File: src/rtl/trace_checker_pkg.sv
// Shared types for the commit-trace checker: state encoding, widths and the
// expected-entry record stored in the FIFO.
package trace_checker_pkg;

   localparam int ADDR_W = 32;
   localparam int DATA_W = 32;

   typedef enum logic [1:0] {
      LOAD = 2'd0,
      RUN  = 2'd1,
      DONE = 2'd2,
      TOUT = 2'd3
   } state_t;

   typedef struct packed {
      logic [ADDR_W-1:0] addr;
      logic [DATA_W-1:0] data;
      logic              mask;
   } exp_entry_t;

   localparam int ENTRY_W = $bits(exp_entry_t);

   // A masked entry only constrains the address.
   function automatic logic entry_match(input exp_entry_t      e,
                                        input logic [ADDR_W-1:0] addr,
                                        input logic [DATA_W-1:0] data);
      return (addr == e.addr) && (e.mask || (data == e.data));
   endfunction

endpackage

File: src/rtl/trace_checker_fifo.sv
// Synchronous FIFO of expected trace entries with a combinational head and
// extended-pointer full/empty detection.
module trace_checker_fifo
   import trace_checker_pkg::*;
#(
   parameter int DEPTH = 16
) (
   input  logic                       i_clk,
   input  logic                       i_rst_n,
   input  logic                       i_push,
   input  logic [ENTRY_W-1:0]         i_wdata,
   input  logic                       i_pop,
   output logic [ENTRY_W-1:0]         o_head,
   output logic                       o_full,
   output logic                       o_empty,
   output logic [$clog2(DEPTH):0]     o_count
);

   localparam int AW = $clog2(DEPTH);

   logic [ENTRY_W-1:0] r_mem [DEPTH];
   logic [AW:0]        r_wptr;
   logic [AW:0]        r_rptr;
   logic               w_do_push;
   logic               w_do_pop;

   assign o_empty   = (r_wptr == r_rptr);
   assign o_full    = (r_wptr[AW] != r_rptr[AW]) && (r_wptr[AW-1:0] == r_rptr[AW-1:0]);
   assign o_count   = r_wptr - r_rptr;
   assign o_head    = r_mem[r_rptr[AW-1:0]];
   assign w_do_push = i_push && !o_full;
   assign w_do_pop  = i_pop && !o_empty;

   always_ff @(posedge i_clk) begin
      if (w_do_push) begin
         r_mem[r_wptr[AW-1:0]] <= i_wdata;
      end
   end

   always_ff @(posedge i_clk) begin
      if (!i_rst_n) begin
         r_wptr <= '0;
         r_rptr <= '0;
      end else begin
         if (w_do_push) begin
            r_wptr <= r_wptr + {{AW{1'b0}}, 1'b1};
         end
         if (w_do_pop) begin
            r_rptr <= r_rptr + {{AW{1'b0}}, 1'b1};
         end
      end
   end

endmodule

File: config.mk
export PLATFORM = sky130hd
export DESIGN_NAME = trace_checker_fifo
export DESIGN_NICKNAME = d
export VERILOG_FILES = /design/src/rtl/trace_checker_pkg.sv /design/src/rtl/trace_checker_fifo.sv
export SDC_FILE = /design/constraint.sdc
export NUM_CORES = 1
export LEC_CHECK = 0
export ABC_AREA = 1
export BUFFER_PORTS_ARGS = -buffer_cell sky130_fd_sc_hd__buf_4
export CAP_MARGIN = 20
export CORE_MARGIN = 4
export CORE_UTILIZATION = 50
export CTS_CLUSTER_DIAMETER = 100
export DETAILED_ROUTE_END_ITERATION = 16
export PLACE_DENSITY_LB_ADDON = 0.15
export SLEW_MARGIN = 40
export SYNTH_ARGS = -nofsm -noshare
export SYNTH_HDL_FRONTEND = slang
export SYNTH_SLANG_ARGS = --single-unit
File: constraint.sdc
create_clock -name i_clk -period 7.6 [get_ports i_clk]
set_input_delay 1.9 -clock i_clk [delete_from_list [all_inputs] [get_ports i_clk]]
set_output_delay 1.9 -clock i_clk [all_outputs]
set_load 0.01 [all_outputs]
Word level (Yosys, flattened, before mapping)
Memory sizes are Yosys's and may differ from the RTL's. A register that Yosys moved wholly into a read port is not among the register bits.
Index checks and enable logic that the tools add are counted.
{ "word_totals": {"in_bits": 69, "register_bits": 10, "out_inout_bits": 72, "memories": 1, "elab_cells": 18, "mem_bits_rw": 1040} }
{ "memory_table": {"columns": ["name", "words", "word_bits", "read_ports", "rd_clocked_by_memory_dff", "wr", "line_no", "source"], "rows": [
  ["r_mem", 16, 65, 1, 1, 1, "trace_checker_fifo.sv:21", "logic [ENTRY_W-1:0] r_mem [DEPTH];"]
]} }
{ "classes": {"eq_ne": 3, "reduce_logical": 5, "add_sub_neg": 3, "mux": 4} }
{ "ops": {"columns": ["operator", "count"], "rows": [
  ["adder 5 x 1 -> 5 bit (second input constant)", 2],
  ["two-way mux 4 bit", 2],
  ["== test 5 bit", 1],
  ["subtractor 5 bit", 1],
  ["== test 4 bit", 1],
  ["logical AND 1 bit", 3],
  ["logical NOT 1 bit", 2],
  ["two-way mux 1 bit", 2],
  ["!= test 1 bit", 1]
]} }

Logic depth before layout (Yosys ltp)
Gate-level depths: netlist of run 1.
{ "depth": {"depth_word": 6, "depth_mapped": 10, "mapped_depth_nobuf": 9} }

Least setup slack after synthesis of run 1
No wires, ideal clock.
{ "synth_timing": {"kind": "input port to flip-flop", "from": "input port i_push", "to": "memory r_mem[3][0] (netlist name), enable pin", "cell_stages": 2, "setup_ns": 0.568, "path_slack_ns": 0.596, "arrival_time_ns": 6.436, "path_cell_list": "nand2_2 nor3_1"} }
{ "synth_between": {"elab_chain_len": 3} }
{ "synth_rtl": {"columns": ["element", "line_no", "source"], "rows": [
  ["from (decl)", "trace_checker_fifo.sv:10", "input logic i_push,"],
  ["logical AND 1 bit", "trace_checker_fifo.sv:31", "assign w_do_push = i_push && !o_full;"],
  ["two-way mux 1 bit", "trace_checker_fifo.sv:35", "if (w_do_push) begin"],
  ["two-way mux 1 bit (implied by the code)", "trace_checker_fifo.sv:36", "r_mem[r_wptr[AW-1:0]] <= i_wdata;"],
  ["to (decl)", "trace_checker_fifo.sv:21", null]
]} }
Every way passes these cells.

==> results.ini, run 1 <==
[power]
ir_drop_uv = 191
power.density_nw_per_um2 = 269
leakagePower_uw = 0.0216

[global_routing]
grt_max_degree = 202
top_usage_layer = met2
grtUsageMet1 = 0.312
gr-usage-all-layers = 0.229
antenna_found_initial = 4
met2_usage = 0.390
grt_pass1_wl_um = 167000
first_global_vias = 27859
grtUsageMet3 = 0.0319
overflow = 0

[finish]
stdcell_area_sq_um = 51000
fillers = 7455
drive_gt1_frac = 0.0824
multi_input_area_sq_um = 9720
fin_nets = 4492
syn_to_final_growth_pct = 12.1
final-seq-area_sq_um = 31500

[die]
core_area_sq_um = 90100
die_x_um = 310
rows = 110
ioPinCount = 141
initial_core_util = 0.505
die_h_um = 310
die_area_sq_um = 95900

[critical_path]
startpoint_type = flop
worst-r2r-setup-slack_ps = 4030
critPathKind = flop to output pin
arrival_ps = 4170
endpoint_kind = output pin
cp.required_ps = 5700
worstPathMaxFanout = 193

[cts]
cts_resized = 0
h-tree-depth = 3
cts.sinks = 1054
root_buffer = clkbuf_16
clk_pin_slew_ps = 50
cts_buffer_depth = 3
hold_buffers = 0
cts_tree = yes
clk_latency_ps = 670
numCtsBuffers = 111
post-cts-setup-buffer-count = 0

[sta]
hold_viol = 0
slew_headroom = 0.432
grt_setup_unrepaired = false
fin_tns_setup_ps = 0
slew_viol_final = 0
finalSetupViolCount = 0
fin_skew_ps = 28.2
period_share = 0.799
fin_ws_ps = 1530
fmax_mhz = 165
fin_crit_ps = 6070
tightest_slew_ps = 851
timing.hold.ws_ps = 529

[yosys]
synth.most_common_cell = nand2_1
async_flop_share = 0
synth-edff-count = 1040
synthCells = 4325
syn-num-nets = 4404
avgSynthCellArea_sq_um = 10.5
ys.warnings.count = 0
synth_cell_types = 23
yosys-top-cells-count = nand2_1 (1397), edfxtp_1 (1040), inv_1 (798)
synth-seq-area-share = 0.692
synth.area.top_cells = edfxtp_1 (69%), nand2_1 (12%), nand3_1 (8.7%)
synth-main-ff-cell = edfxtp_1
synth_seq_cells = 1054
yosysTopAreaCell = edfxtp_1
netlist_area_sq_um = 45500
synth_top_area_share = 0.686

[route]
drc = 0
drtIter0Drc = 2577
first_pass_iters = 8
wl_um = 110000
viasPerCell = 5.15
wl_per_cell_um = 19.4
ant_nets = 0
vias = 29257

[placement]
pre_cts_slack_ps = 2330
hpwlAfterDp_um = 54300
globalplace.congestion = 0.734
placed_area_sq_um = 47400
io_buffers = 140

[run_status]
status = completed

[hold_path]
hp-class = flop to flop

[flow_run]
max-cap-violations = 0

-- cell usage in the layout, fill, tap and decap left out, types with 8 or more instances in the layout --
cell type	count
inv_1	796
nor2_1	11
clkinv_1	29
dfxtp_1	10
buf_6	8
clkbuf_16	113
clkbuf_1	25
edfxtp_1	1040
clkinv_2	18
nand3_1	792
bufinv_16	11
nand2_1	1397
nor2_4	13
ha_1	9
buf_4	168
a21oi_1	10
-- per-stage QoR --
stage | cells | utilization | total power (uW)
2_1_floorplan | 4325 | - | 7940
3_3_place_gp | 5466 | 0.524 | 8540
3_5_place_dp | 5475 | 0.526 | 8560
4_1_cts | 5679 | 0.566 | 13800
5_1_grt | 5681 | 0.566 | 14300
6_report | 5683 | 0.566 | 13700
-- logic make-up after synthesis --
family                   synth area share
AO/OA/AOI/OAI                     0.00154
XOR/XNOR                         0.000962
adder cells (fa/ha/maj)           0.00291
buffers and inverters              0.0970
flip-flops                          0.692
AND/OR/NAND/NOR                     0.206
-- critical path: stages (launching register included) --
cell and delay [ps]:
dfxtp_4 780, clkinv_16 570, buf_16 420, buf_16 280, buf_4 470, nand2_1 140
nand3_1 90, nand3_1 110, nand3_1 90, nand2_1 210, buf_4 160
-- metal layers --
| layer | share of wire | wire [um] | vias up |
|---|---|---|---|
| met1 | 0.44 | 48000 | 14187 |
| li1 | - | - | 14158 |
| met2 | 0.48 | 53300 | 764 |
| met5 | 0.00011 | 12 | - |
| met4 | 0.022 | 2390 | 2 |
| met3 | 0.058 | 6350 | 146 |
-- path summary, 6_finish.rpt --
kind | start | endpoint | depth (start not counted)
max | flop | o_head[13] | 10
min | r_wptr[4]$_SDFFE_PN0P_ | r_wptr[4]$_SDFFE_PN0P_ | 2
min reg2reg | r_wptr[4]$_SDFFE_PN0P_ | r_wptr[4]$_SDFFE_PN0P_ | 2
max reg2reg | r_wptr[2]$_SDFFE_PN0P_ | r_mem[6][38]$_DFFE_PP_ | 9
-- state kept, by name, indices dropped and copies added (netlist names), named ones only --
register,count
r_mem,1040
r_wptr,5
r_rptr,5
-- report_power, final --
part / internal [uW] / switching, uW / total [uW]
Combinational: 615 / 1300 / 1920
Clock: 3100 / 2190 / 5290
Sequential: 6460 / 51.4 / 6510
Total: 10200 / 3540 / 13700
-- cell type report --
cell class                 instances  share of cell area
sequential                      1054               0.618
multi-input combinational       2252               0.190
inverter                         802              0.0602
clock buffer                     140              0.0578
timing repair buffer             192              0.0331
tap                             1176              0.0288
clock inverter                    64              0.0116
antenna                            3            0.000147
Power figures use the tool's default switching activity.
==> run 2: changes to the inputs <==
==> constraint.sdc (replaced) <==
create_clock -name i_clk -period 6.11 [get_ports i_clk]
set_input_delay 1.5275 -clock i_clk [delete_from_list [all_inputs] [get_ports i_clk]]
set_output_delay 1.5275 -clock i_clk [all_outputs]
set_load 0.01 [all_outputs]
==> run 2 against run 1 <==
  * Critical path depth did not move
  * Worst hold slack got worse by 9.2 ps
  * Routed wire length shrank 0.40%
  * Critical path type unchanged
  * Largest cell class unchanged
  * Flip-flop and latch count stayed put
  * Largest power group unchanged
  * Total power grew 25%
  * Count of clock-buffer cells in the layout down 12
  * Die area unchanged
  * First-iteration DRC count up 4.8%
==> results.ini, run 2 (synthesized netlist as in run 1, its figures left out) <==
[run_status]
status = completed

[cts]
h-tree-depth = 3
cts_resized = 0
hold_buffers = 0
numCtsBuffers = 110
root_buffer = clkbuf_16
clk_pin_slew_ps = 60
cts.sinks = 1054
cts_buffer_depth = 3
cts_tree = yes
post-cts-setup-buffer-count = 0
clk_latency_ps = 680

[die]
rows = 110
die_h_um = 310
die_x_um = 310
ioPinCount = 141
initial_core_util = 0.505
die_area_sq_um = 95900
core_area_sq_um = 90100

[sta]
slew_viol_final = 0
hold_viol = 0
fin_crit_ps = 5070
fmax_mhz = 197
fin_skew_ps = 31.9
tightest_slew_ps = 894
period_share = 0.830
slew_headroom = 0.404
timing.hold.ws_ps = 520
finalSetupViolCount = 0
grt_setup_unrepaired = false

[critical_path]
cp.required_ps = 4580
slowest_delay_ps = 640
slowest_stage = buf_4
worstPathMaxFanout = 97
cp_cell_sequence = buf_4, buf_12, buf_16, nand2_1, nand2_1, nand2_1, nand3_1, nand3_1, nand2_1, buf_4
critPathKind = flop to output pin
arrival_ps = 3550
endpoint_kind = output pin
cp_common_cell = nand2_1
regToRegStartpoint = r_wptr[2]$_SDFFE_PN0P_
startpoint_type = flop

[route]
wl_per_cell_um = 19.3
viasPerCell = 5.16
wl_um = 110000
drc = 0
ant_nets = 0
drtIter0Drc = 2700
vias = 29329
first_pass_iters = 5

[power]
power.density_nw_per_um2 = 334
total_power_uw = 17100
combPwrFrac = 0.140
power_frac_seq = 0.473
leakagePower_uw = 0.0217
switching_share = 0.258
ir_drop_uv = 231
power.clock.fraction = 0.387
p_int_uw = 12700
p_switching_uw = 4410

[finish]
syn_to_final_growth_pct = 12.4
finalNonFillerCells = 5686
largest_reg_flops = 1040
fin_nets = 4494
final_common_cell = nand2_1
final_cell_mix = nand2_1 (1397), edfxtp_1 (1040), inv_1 (796)
drive_gt1_frac = 0.0839

[hold_path]
worstHoldStart = r_wptr[4]$_SDFFE_PN0P_
hp-class = flop to flop

[flow_run]
max-cap-violations = 0

[global_routing]
overflow = 0
gr-usage-all-layers = 0.227
grt_pass1_wl_um = 166000
grt_max_degree = 219
antenna_found_initial = 6
first_global_vias = 28204

[placement]
globalplace.congestion = 0.729
placed_cells = 5475
io_buffers = 140
hpwlAfterDp_um = 52900

## run 2: final timing paths
check	end	slack, ps	cells past startpoint
worst min register to register	r_wptr[4]$_SDFFE_PN0P_	520	2
worst min-delay path	r_wptr[4]$_SDFFE_PN0P_	520	2
worst max register to register	r_mem[8][43]$_DFFE_PP_	2910	9
worst max-delay path	o_head[16]	1040	10
## run 2: final cells by class
cell class                 count  area [sq um]
inverter                     802          3060
clock buffer                 128          2820
antenna                        5          12.5
sequential                  1054         31500
timing repair buffer         195          1780
tap                         1176          1470
clock inverter                74           761
fill                        7528         39000
multi-input combinational   2252          9720
## run 2: metrics by stage
stage | setup TNS, ps | util | setup slack [ps] | area, sq um
after floorplan | -101590 | - | -521 | 45500
after global placement | 0 | 0.525 | 1710 | 47300
after detailed placement | 0 | 0.526 | 1740 | 47400
after CTS | 0 | 0.566 | 988 | 51000
after global routing | 0 | 0.567 | 836 | 51100
final | 0 | 0.567 | 1040 | 51200
## run 2: power groups by stage
stage / combinational [uW] / sequential (uW) / clock [uW]
after floorplan: 1660 / 8220 / 0
after global placement: 2380 / 8230 / 0
after detailed placement: 2400 / 8240 / 0
after CTS: 2410 / 8080 / 6740
after global routing: 2680 / 8090 / 7050
final: 2400 / 8080 / 6620
## run 2: metal layers
layer / share of wire / up-vias / global-route usage
met2: 0.49 / 859 / 0.391
li1: - / 14160 / -
met3: 0.064 / 203 / 0.0357
met4: 0.027 / 2 / 0.0743
met5: 0.000091 / - / 0
met1: 0.42 / 14105 / 0.299
## run 2: worst max-delay path, delay by kind of cell, from the launching register on
kind / cells / cell delay [ps]
buffers and inverters: 4 / 1610
and+or+nand+nor: 6 / 700
DFF: 1 / 410
